$ cat config.mk
export PLATFORM = sky130hd
export DESIGN_NAME = lcd_spi_tx
export DESIGN_NICKNAME = d
export VERILOG_FILES = /design/src/rtl/lcd_spi_tx.sv
export SDC_FILE = /design/constraint.sdc
export NUM_CORES = 1
export LEC_CHECK = 0
export BUFFER_PORTS_ARGS = -buffer_cell sky130_fd_sc_hd__buf_4
export CAP_MARGIN = 20
export CORE_MARGIN = 2
export CORE_UTILIZATION = 63
export CTS_CLUSTER_SIZE = 40
export DETAILED_ROUTE_END_ITERATION = 10
export PLACE_DENSITY = 0.95
export SLEW_MARGIN = 20
export SYNTH_ARGS = -nofsm -noshare
export SYNTH_HDL_FRONTEND = slang
export SYNTH_SLANG_ARGS = --single-unit
$ cat constraint.sdc
create_clock -name clk -period 3.4 [get_ports clk]
set_input_delay 0.68 -clock clk [delete_from_list [all_inputs] [get_ports clk]]
set_output_delay 0.68 -clock clk [all_outputs]
set_load 0.1 [all_outputs]
$ cat src/rtl/lcd_spi_tx.sv
// Byte-wide SPI transmitter for the PCD8544 LCD, including the power-up LCD reset pulse.
// Optional build macro LCD_SCE_HOLD_EN keeps sce low between back-to-back bytes.
module lcd_spi_tx #(
  parameter int RST_CYCLES = 16,
  parameter int DIV_W      = 16
) (
  input  logic             clk,
  input  logic             reset,
  input  logic [7:0]       data_in,
  input  logic             command,
  input  logic             start,
  input  logic [DIV_W-1:0] div_factor,
  output logic             mosi,
  output logic             sclk,
  output logic             sce,
  output logic             dc,
  output logic             rst,
  output logic             busy,
  output logic             avail
);

  localparam int RCNT_W = (RST_CYCLES > 1) ? $clog2(RST_CYCLES) : 1;

  typedef enum logic [2:0] {
    RST_LCD  = 3'd0,
    IDLE     = 3'd1,
    LOAD     = 3'd2,
    SHIFT_LO = 3'd3,
    SHIFT_HI = 3'd4,
    DONE     = 3'd5,
    GAP      = 3'd6
  } state_t;

  state_t             state_r;
  logic [7:0]         shreg_r;
  logic [2:0]         bitcnt_r;
  logic [DIV_W-1:0]   divcnt_r;
  logic [RCNT_W-1:0]  rcnt_r;
  logic [DIV_W-1:0]   half_s;
  logic               half_end_s;

  // Half-period length with a zero divider clamped to one cycle.
  always_comb begin
    half_s     = DIV_W'(1);
    half_end_s = 1'b0;
    if (div_factor == DIV_W'(0)) begin
      half_s = DIV_W'(1);
    end else begin
      half_s = div_factor;
    end
    // >= so a divider lowered mid-phase still ends the phase
    half_end_s = (divcnt_r >= (half_s - DIV_W'(1)));
  end

  // Sequencer with all outputs registered; reset aborts any byte in flight.
  always_ff @(posedge clk or posedge reset) begin
    if (reset) begin
      state_r  <= RST_LCD;
      shreg_r  <= 8'h00;
      bitcnt_r <= 3'd0;
      divcnt_r <= DIV_W'(0);
      rcnt_r   <= RCNT_W'(0);
      mosi     <= 1'b0;
      sclk     <= 1'b0;
      sce      <= 1'b1;
      dc       <= 1'b0;
      rst      <= 1'b0;
      busy     <= 1'b1;
      avail    <= 1'b0;
    end else begin
      case (state_r)
        RST_LCD: begin
          if (rcnt_r == RCNT_W'(RST_CYCLES - 1)) begin
            rst     <= 1'b1;
            busy    <= 1'b0;
            state_r <= IDLE;
          end else begin
            rcnt_r  <= rcnt_r + RCNT_W'(1);
          end
        end
        IDLE: begin
          sclk <= 1'b0;
          if (start) begin
            busy    <= 1'b1;
            sce     <= 1'b0;
            state_r <= LOAD;
          end else begin
            sce     <= 1'b1;
            busy    <= 1'b0;
          end
        end
        LOAD: begin
          shreg_r  <= data_in;
          mosi     <= data_in[7];
          dc       <= command;
          sce      <= 1'b0;
          sclk     <= 1'b0;
          bitcnt_r <= 3'd7;
          divcnt_r <= DIV_W'(0);
          state_r  <= SHIFT_LO;
        end
        SHIFT_LO: begin
          if (half_end_s) begin
            divcnt_r <= DIV_W'(0);
            sclk     <= 1'b1;
            state_r  <= SHIFT_HI;
          end else begin
            divcnt_r <= divcnt_r + DIV_W'(1);
          end
        end
        SHIFT_HI: begin
          if (half_end_s) begin
            divcnt_r <= DIV_W'(0);
            sclk     <= 1'b0;
            if (bitcnt_r == 3'd0) begin
              avail   <= 1'b1;
`ifdef LCD_SCE_HOLD_EN
              sce     <= 1'b0;
`else
              sce     <= 1'b1;
`endif
              state_r <= DONE;
            end else begin
              // next bit goes out together with the falling edge
              shreg_r  <= {shreg_r[6:0], 1'b0};
              mosi     <= shreg_r[6];
              bitcnt_r <= bitcnt_r - 3'd1;
              state_r  <= SHIFT_LO;
            end
          end else begin
            divcnt_r <= divcnt_r + DIV_W'(1);
          end
        end
        DONE: begin
          avail <= 1'b0;
          sclk  <= 1'b0;
`ifdef LCD_SCE_HOLD_EN
          if (start) begin
            sce <= 1'b0;
          end else begin
            sce <= 1'b1;
          end
`else
          sce   <= 1'b1;
`endif
          state_r <= GAP;
        end
        GAP: begin
          if (start) begin
            sce     <= 1'b0;
            state_r <= LOAD;
          end else begin
            sce     <= 1'b1;
            busy    <= 1'b0;
            state_r <= IDLE;
          end
        end
        default: begin
          sclk    <= 1'b0;
          sce     <= 1'b1;
          avail   <= 1'b0;
          busy    <= 1'b0;
          state_r <= IDLE;
        end
      endcase
    end
  end

endmodule

==> results.json, run 1 <==
{
  "violations": "setup timing",
  "num_antenna_cells": 0,
  "critPathBufInv": 4,
  "power_frac_comb_pct": 40.7,
  "drive_gt1_share_pct": 37.5,
  "place_inst": 408,
  "critPathTopFamily": "simple AND/OR/NAND/NOR gates",
  "slowest_stage": "or4_4",
  "cts_buffer_depth": 2,
  "tightest_slew_ns": 0.809,
  "io_buffer_count": 34,
  "syn_area_um2": 2770,
  "end_kind": "flop",
  "p_int_mw": 1.21,
  "path_class": "input pin to flop",
  "fillers": 190,
  "rsz0062_at_grt": "true",
  "antenna_found_initial": 0,
  "cts_tree": "built",
  "grt_pass1_vias": 2748,
  "ant_nets": 0,
  "drtPass1Iterations": 5,
  "synthToLayoutAreaGrowth_pct": 37.8,
  "drtIter0Drc": 232,
  "fp.dieH_um": 70.3,
  "htreeDepth": 2,
  "regArea_um2": 1000,
  "cp_num_cells": 18,
  "gr-total-overflow": 0,
  "crit_path_cell_trace": "buf_6, or4_4, nor3_4, a31oi_2, ha_2, nand2_2, or2_4, nor4_4, xnor2_1, ha_1, and4_4, buf_6, a221oi_4, buf_6, nand2_8, o21a_4, clkbuf_16, nor2_2",
  "dp_hpwl_mm": 4.66,
  "grt_first_pass_wirelength_mm": 12.4,
  "synth_top_cells_by_area": "dfrtp_1 34%, ha_1 9.5%, xor2_1 4.7%",
  "finalClockSkew_ns": 0.0219,
  "powerDensity_nw_per_um2": 528,
  "synth_most_common_cell": "dfrtp_1",
  "routed_wirelength_mm": 9.13,
  "ctsHoldBuffers": 0,
  "synth_enable_flop_cells": 0,
  "clock_latency_ns": 0.31,
  "rrSetupSlack_ns": 0.62,
  "route.detailed.drc": 0,
  "placed_cell_area_um2": 3300,
  "max_freq_mhz": 264,
  "dieArea_um2": 4940,
  "worstPathRequired_ns": 3.64,
  "finalHoldViolations": 0,
  "mappedNetlistNets": 353,
  "finalNonFillerCells": 431,
  "fp.dieW_um": 70.3,
  "ys_ff_latch": 40,
  "timing.final.crit_share_pct": 111,
  "hp-class": "flop to flop",
  "relSlewSlack_pct": 46.0,
  "syn_inst": 304,
  "reg2reg_from": "state_r[2]",
  "p_sw_mw": 0.811,
  "power_mw": 2.02,
  "viasPerCell": 6.66,
  "synthFlopType": "dfrtp_1",
  "path_common_cell": "buf_6",
  "switching_share_pct": 40.2,
  "initial_utilization_pct": 64.5,
  "synthTopCellsByCount": "38 x dfrtp_1, 32 x nor2_1, 28 x nand2_1",
  "drv_slew": 0,
  "path_max_fanout": 7,
  "synth_largest_area_cell": "dfrtp_1",
  "ys_seq_area_share_pct": 36.2,
  "ys_types": 54,
  "critPathMaxStageDelay_ns": 0.55,
  "vias": 2869,
  "rr_worst_depth": 6,
  "cap_violations": 0,
  "nNetsFinal": 427,
  "clock-sinks": 40,
  "seqPwrFrac_pct": 37.5,
  "cp.arrival_ns": 4.03,
  "critPathLaunchType": "input pin",
  "detail_route.wl_per_cell_um": 21.2,
  "gp_congestion": 0.844,
  "r2r-end": "divcnt_r[12]",
  "grt_max_degree": 25,
  "setup_slack_ns": -0.391,
  "fin_crit_ns": 3.79,
  "yosys_warnings": 0,
  "status": "finished with violations",
  "rows": 24,
  "groute.usage.overall_pct": 31.4,
  "clkPwrFrac_pct": 21.8,
  "syn_area_per_cell_um2": 9.11,
  "p_leak_nw": 1.71,
  "yosysTopAreaCellShare_pct": 34.3,
  "cts_buffers": 5,
  "setup_violations": 33,
  "startpoint": "div_factor[11]",
  "endpoint": "divcnt_r[12]",
  "num_io_pins": 35,
  "finalInstanceArea_um2": 3820,
  "irDropWorstVdd_v": 0.000470,
  "multi_input_area_um2": 1890,
  "cts_root_buf": "clkbuf_8",
  "clk_pin_slew_ns": 0.10,
  "ys_async_sr_fraction_pct": 100,
  "core_um2": 4290
}
power by group through the flow:
stage / clock network (mW) / registers, mW / logic, mW
4_1_cts: 0.430 / 0.740 / 0.705
2_1_floorplan: 0 / 0.894 / 0.345
3_3_place_gp: 0 / 0.736 / 0.643
5_1_grt: 0.460 / 0.767 / 0.873
6_report: 0.440 / 0.756 / 0.821
3_5_place_dp: 0 / 0.744 / 0.679
how the worst min path moves through the flow:
stage / start / end / slack [ns] / depth (start not counted)
floorplan: bitcnt_r[0] / bitcnt_r[0] / 0.45 / 1
global placement: rst / rst / 0.46 / 1
detailed placement: rst / rst / 0.46 / 1
CTS: rst / rst / 0.48 / 1
global route: rst / rst / 0.51 / 1
finish: rst / rst / 0.48 / 1
per-layer routing:
| metal | global-route usage [%] | wire length [um] | vias to the layer above |
|---|---|---|---|
| li1 | - | - | 1241 |
| met2 | 55.9 | 4730 | 168 |
| met1 | 35.8 | 3180 | 1399 |
| met3 | 5.34 | 615 | 61 |
| met5 | 0 | 0 | - |
| met4 | 15.8 | 602 | 0 |
metrics by stage:
stage | hold slack [ns] | utilization (%) | setup TNS [ns] | worst slack, ns
CTS | 0.479 | 83.3 | -6.67 | -0.257
global route | 0.509 | 88.9 | -16.68 | -0.563
finish | 0.476 | 88.9 | -10.30 | -0.391
floorplan | 0.451 | - | -6.88 | -0.361
global placement | 0.459 | 76.8 | -15.19 | -0.516
detailed placement | 0.458 | 76.8 | -19.93 | -0.677
registers in the layout, summed over array words and instances (netlist names):
| signal | cells |
|---|---|
| dc | 1 |
| busy | 1 |
| avail | 1 |
| divcnt_r | 16 |
| rcnt_r | 4 |
| bitcnt_r | 3 |
| state_r | 3 |
| sce | 1 |
| shreg_r | 7 |
| rst | 1 |
| mosi | 1 |
| sclk | 1 |
final cells by class:
class	instances	share of cell area (%)
multi-input combinational	235	49.6
inverter	15	1.47
clock inverter	1	0.787
clock buffer	7	2.52
tap	52	1.70
timing repair buffer	81	17.6
sequential	40	26.3
logic make-up (layout without fill, tap and decap cells):
| family | count (synthesis) | after routing | share of synthesized area (%) |
|---|---|---|---|
| simple gates | 123 | 123 | 23.6 |
| compound gates | 59 | 59 | 15.5 |
| flops | 40 | 40 | 36.2 |
| buf+inv | 29 | 104 | 4.70 |
| xor+xnor | 27 | 27 | 8.54 |
| fa+ha+maj | 21 | 21 | 9.49 |
| mux | 5 | 5 | 1.90 |
worst register-to-register path, delay by kind of cell (launching register included):
kind,cells,cell delay (ns)
and+or+nand+nor,5,1.67
DFF,1,0.73
xor gates and xnor gates,1,0.27
what timing repair did:
| action | 4_1_cts | 5_1_grt |
|---|---|---|
| hold endpoints to repair | 0 | 0 |
| pin swaps | 15 | 12 |
| buffers inserted | 4 | 10 |
| gates cloned | 0 | 1 |
| endpoints found under the setup margin | 33 | 33 |
| resized for setup | 27 | 36 |
layout by cell type (no fill, tap or decap), types with 7 or more instances in the layout:
cell       n
o221ai_2   7
inv_1     15
xor2_1    15
dfrtp_1   38
nor2_4    10
buf_4     70
a21oi_1   12
clkbuf_8   7
ha_1      20
buf_6      9
nand3_1   19
nand2_1   24
xnor2_1   11
nand4_1    7
nor2_1    20
(Power assumes the default switching activity.)
==> inputs of run 2 (changes only) <==
--- a/config.mk
+++ b/config.mk
@@ -11,7 +11,8 @@
 export CORE_UTILIZATION = 63
 export CTS_CLUSTER_SIZE = 40
 export DETAILED_ROUTE_END_ITERATION = 10
-export PLACE_DENSITY = 0.95
+export PLACE_DENSITY = 0.84
+export REMOVE_ABC_BUFFERS = 1
 export SLEW_MARGIN = 20
 export SYNTH_ARGS = -nofsm -noshare
 export SYNTH_HDL_FRONTEND = slang
==> run 2 against run 1 <==
The run still ends with setup timing left. Utilization decreased by 3.2 points. Via count is 8.4% lower. Critical path depth down 2. Register-to-register slack better by 0.22 ns. Maximum frequency is 0.79% higher. Sequential power decreased by 2%. Largest cell class unchanged. Highest routed layer unchanged.
==> results.json, run 2 (synthesized netlist as in run 1, its figures left out) <==
{
  "status": "finished with violations",
  "violations": "setup timing",
  "drv_slew": 0,
  "finalClockSkew_ns": 0.00694,
  "pre_cts_ws_ns": -0.792,
  "dieArea_um2": 4940,
  "htreeDepth": 2,
  "fp.dieH_um": 70.3,
  "hold_ws_ns": 0.480,
  "worstPathRequired_ns": 3.57,
  "top_regs": "divcnt_r (16), shreg_r (7), rcnt_r (4)",
  "grt_first_pass_wirelength_mm": 11.9,
  "core_um2": 4290,
  "placed_cell_area_um2": 3260,
  "rrSetupSlack_ns": 0.84,
  "finalHoldViolations": 0,
  "num_antenna_cells": 0,
  "path_max_fanout": 7,
  "irDropWorstVdd_v": 0.000525,
  "p_leak_nw": 1.67,
  "clk_pin_slew_ns": 0.08,
  "viasPerCell": 6.17,
  "end_kind": "flop",
  "rsz0062_at_grt": "true",
  "powerDensity_nw_per_um2": 524,
  "synthToLayoutAreaGrowth_pct": 32.9,
  "rr_worst_depth": 6,
  "ctsHoldBuffers": 0,
  "holdPathEnd": "bitcnt_r[0]",
  "finalInstanceArea_um2": 3680,
  "finalNonFillerCells": 426,
  "multi_input_area_um2": 1840,
  "vias": 2628,
  "path_class": "input pin to flop",
  "drive_gt1_share_pct": 35.8,
  "cts_buffer_depth": 2,
  "cts_tree": "built",
  "dp_hpwl_mm": 4.42,
  "max_freq_mhz": 266,
  "clock-sinks": 40,
  "gr-total-overflow": 0,
  "timing.final.crit_share_pct": 111,
  "hp-class": "flop to flop",
  "fp.dieW_um": 70.3,
  "detail_route.wl_per_cell_um": 18.0,
  "initial_utilization_pct": 64.5,
  "largest_register_ffs": 16,
  "min-delay-start": "bitcnt_r[0]",
  "cts_buffers": 5,
  "num_io_pins": 35,
  "cp.arrival_ns": 3.93,
  "cts_root_buf": "clkbuf_8",
  "critPathLaunchType": "input pin",
  "fin_crit_ns": 3.76,
  "relSlewSlack_pct": 56.1,
  "place_inst": 408,
  "min_path_cells": 1,
  "groute.usage.overall_pct": 29.8,
  "clock_latency_ns": 0.30,
  "finalCoreUtilization_pct": 85.7,
  "startpoint": "div_factor[14]",
  "grt_pass1_vias": 2633,
  "layout_common_cells": "65 x buf_4, 38 x dfrtp_1, 25 x nor2_1",
  "setup_slack_ns": -0.361,
  "route.detailed.drc": 0,
  "ant_nets": 0,
  "antenna_found_initial": 0,
  "r2r-end": "divcnt_r[8]",
  "reg2reg_from": "state_r[2]",
  "drtIter0Drc": 110,
  "drtPass1Iterations": 4,
  "cap_violations": 0,
  "regArea_um2": 1000,
  "setup_violations": 33,
  "regMostFlops": "divcnt_r",
  "routed_wirelength_mm": 7.67,
  "final_common_cell": "buf_4",
  "rows": 24,
  "gp_congestion": 0.804,
  "fillers": 218,
  "grt_max_degree": 41,
  "nNetsFinal": 422,
  "tightest_slew_ns": 0.658,
  "io_buffer_count": 34
}
## run 2: changes by cell type in the layout (fill, tap and decap cells not counted), sizes merged
cell    change
and2        +1
buf         -6
o21a        +1
clkbuf      -1
## run 2: area by class of cell
cell class              count  share of cell area (%)
clock buffers               7                    2.62
clock inverters             1                   0.816
inverters                  15                    1.53
multi-input cells         237                    50.0
flip-flops and latches     40                    27.3
well taps                  52                    1.77
repair buffers             74                    16.0
## run 2: what timing repair did
action                                  4_1_cts  5_1_grt
cloned                                        2        0
buffers inserted                              6        4
gates resized for setup                      40       19
endpoints found under the setup margin       33       33
pin swaps                                    30       22
## run 2: per-layer routing
layer | share of wire, % | global-route usage (%) | wire [um]
met1 | 40 | 36.9 | 3050
met2 | 53 | 51.4 | 4090
met3 | 3.9 | 3.90 | 302
met4 | 3.0 | 13.7 | 232
met5 | 0 | 0 | 0
## run 2: worst max-delay path by stage
stage | end | slack, ns | depth (start not counted)
6_report | mosi | -0.36 | 16
5_1_grt | mosi | -0.44 | 17
3_5_place_dp | shreg_r[2] | -0.79 | 16
2_1_floorplan | mosi | -0.45 | 15
4_1_cts | shreg_r[2] | -0.25 | 16
3_3_place_gp | mosi | -0.65 | 16
## run 2: critical path: stages
cell and delay, ns:
buf_6 0.09, or4_4 0.55, nor3_4 0.16, a31oi_2 0.13, ha_2 0.22, nand2_2 0.08
or2_4 0.13, nor4_4 0.04, xnor2_1 0.12, ha_1 0.38, and4_4 0.29, nand2_2 0.06
o311a_4 0.34, and2_4 0.17, a21boi_4 0.29, o221ai_1 0.17
## run 2: power by group
| group | internal (mW) | total [mW] | switching, mW |
|---|---|---|---|
| Sequential | 0.619 | 0.744 | 0.125 |
| Clock | 0.259 | 0.426 | 0.167 |
| Combinational | 0.307 | 0.758 | 0.451 |
## run 2: metrics by stage
step	setup TNS, ns	power (mW)
CTS	-6.32	1.87
global route	-11.73	2.03
detailed placement	-23.69	1.41
finish	-8.09	1.93
global placement	-19.59	1.38
floorplan	-12.38	1.22
==> inputs of run 3 (changes only) <==
--- a/config.mk
+++ b/config.mk
@@ -8,10 +8,11 @@
 export BUFFER_PORTS_ARGS = -buffer_cell sky130_fd_sc_hd__buf_4
 export CAP_MARGIN = 20
 export CORE_MARGIN = 2
-export CORE_UTILIZATION = 63
+export CORE_UTILIZATION = 58
 export CTS_CLUSTER_SIZE = 40
 export DETAILED_ROUTE_END_ITERATION = 10
-export PLACE_DENSITY = 0.84
+export HOLD_SLACK_MARGIN = 0.06
+export PLACE_DENSITY = 0.78
 export REMOVE_ABC_BUFFERS = 1
 export SLEW_MARGIN = 20
 export SYNTH_ARGS = -nofsm -noshare
==> constraint.sdc (replaced) <==
create_clock -name clk -period 3.54 [get_ports clk]
set_input_delay 0.708 -clock clk [delete_from_list [all_inputs] [get_ports clk]]
set_output_delay 0.708 -clock clk [all_outputs]
set_load 0.1 [all_outputs]
==> run 3 against run 2 <==
Utilization is 6.4 points lower. Largest cell class unchanged. Clock-buffer cell count up 1. Register-to-register slack gained 0.03 ns. Via count down 3.8%. Sequential power down 4.6%. Critical path depth unchanged. The run still ends with setup timing left.
==> results.json, run 3 (synthesized netlist as in run 1, its figures left out) <==
{
  "drv_slew": 0,
  "cts_buffers": 5,
  "antenna_found_initial": 0,
  "final_common_cell": "buf_4",
  "setup_violations": 27,
  "cp.arrival_ns": 3.82,
  "irDropWorstVdd_v": 0.000357,
  "gr-total-overflow": 0,
  "top_regs": "divcnt_r (16), shreg_r (7), rcnt_r (4)",
  "drive_gt1_share_pct": 34.9,
  "pre_cts_ws_ns": -0.575,
  "highest_layer": "met4",
  "p_leak_nw": 1.64,
  "relSlewSlack_pct": 44.9,
  "grt_first_pass_wirelength_mm": 10.3,
  "hold_ws_ns": 0.475,
  "grt_pass1_vias": 2403,
  "ctsHoldBuffers": 0,
  "max_freq_mhz": 274,
  "htreeDepth": 2,
  "wl_met1_mm": 2.92,
  "path_class": "input pin to flop",
  "ant_nets": 0,
  "finalClockSkew_ns": 0.0103,
  "gp_congestion": 0.803,
  "num_antenna_cells": 0,
  "place_inst": 406,
  "viasPerCell": 6.01,
  "detail_route.wl_per_cell_um": 16.3,
  "cts_buffer_depth": 2,
  "core_um2": 4660,
  "critPathLaunchType": "input pin",
  "clock_latency_ns": 0.30,
  "finalHoldViolations": 0,
  "path_max_fanout": 7,
  "clk_pin_slew_ns": 0.07,
  "fp.dieH_um": 73.1,
  "violations": "setup timing",
  "worstPathRequired_ns": 3.71,
  "timing.final.crit_share_pct": 103,
  "io_buffer_count": 34,
  "regMostFlops": "divcnt_r",
  "finalCoreUtilization_pct": 79.4,
  "drtIter0Drc": 134,
  "status": "finished with violations",
  "fp.dieW_um": 73.1,
  "rsz0062_at_grt": "true",
  "clock-sinks": 40,
  "hp-class": "flop to flop",
  "cts_tree": "built",
  "rows": 25,
  "vias": 2529,
  "dp_hpwl_mm": 4.31,
  "setup_slack_ns": -0.114,
  "routed_wirelength_mm": 6.88,
  "tns_ns": -1.88,
  "fin_crit_ns": 3.65,
  "synthToLayoutAreaGrowth_pct": 33.5,
  "layout_common_cells": "59 x buf_4, 38 x dfrtp_1, 26 x nand2_1",
  "num_io_pins": 35,
  "nNetsFinal": 415,
  "cap_violations": 0,
  "tightest_slew_ns": 0.826,
  "drtPass1Iterations": 4,
  "end_kind": "flop",
  "wl_met2_mm": 3.55,
  "groute.usage.overall_pct": 24.9,
  "initial_utilization_pct": 59.4,
  "finalNonFillerCells": 421,
  "met3_length_um": 253,
  "grt_max_degree": 25,
  "route.detailed.drc": 0,
  "cts_root_buf": "clkbuf_8",
  "largest_register_ffs": 16,
  "powerDensity_nw_per_um2": 476,
  "dieArea_um2": 5350
}
-- run 3: cell types whose count changed in the layout (fill, tap and decap cells not counted), moves of 3 or more --
cell,previous run,this run
nor2_4,0,12
nor2_1,25,18
buf_4,65,59
nor2_2,7,2
nand2_1,23,26
nand2_2,7,4
o221ai_1,1,4
o221ai_2,6,3
-- run 3: worst paths after layout --
| check | startpoint | endpoint | slack [ns] | depth (start not counted) |
|---|---|---|---|---|
| setup reg to reg | state_r[2] | divcnt_r[7] | 0.87 | 6 |
| hold / removal | rst | rst | 0.47 | 1 |
| min in group asynchronous | reset | dc | 0.57 | 2 |
| hold reg to reg | rst | rst | 0.47 | 1 |
| max in group asynchronous | reset | busy | 2.14 | 3 |
| setup / recovery | div_factor[11] | shreg_r[6] | -0.11 | 16 |
-- run 3: worst max-delay path, cell delays in order --
cell and delay (ns):
buf_6 0.09, or4_4 0.55, nor3_4 0.18, a31oi_2 0.13, ha_2 0.21, nand2_2 0.07
or2_4 0.13, nor4_4 0.04, xnor2_1 0.12, ha_1 0.34, and4_4 0.26, nand2_2 0.06
o311a_4 0.32, and2_4 0.19, a21boi_4 0.28, o221ai_1 0.15
-- run 3: through the flow --
step / total power, mW / instance area, um2
3_5_place_dp: 1.35 / 3240
6_report: 1.76 / 3700
4_1_cts: 1.67 / 3440
2_1_floorplan: 1.17 / 2700
3_3_place_gp: 1.33 / 3240
5_1_grt: 1.86 / 3700
-- run 3: layer usage --
metal / up-vias / GRT usage (%)
li1: 1218 / -
met1: 1232 / 30.4
met2: 65 / 42.8
met3: 14 / 4.70
met4: 0 / 10.5
met5: - / 0
-- run 3: final cells by class --
type	instances	area, um2
inverter	15	56.3
multi-input combinational	235	1890
clock buffer	8	90.1
sequential	40	1000
tap	54	67.6
fill	307	962
timing repair buffer	69	587
-- run 3: repair_timing --
action                     CTS  global route
hold endpoints to repair     0             0
gates cloned                 1             1
setup endpoints to repair   33            33
gates resized for setup     22            47
pin swaps                   12            26
buffers inserted             2             3
-- run 3: report_power, final --
group / internal [mW] / leakage (nW) / switching, mW / total (mW)
clock: 0.159 / 0.0455 / 0.158 / 0.318
combinational: 0.302 / 1.09 / 0.431 / 0.734
sequential: 0.594 / 0.498 / 0.116 / 0.710
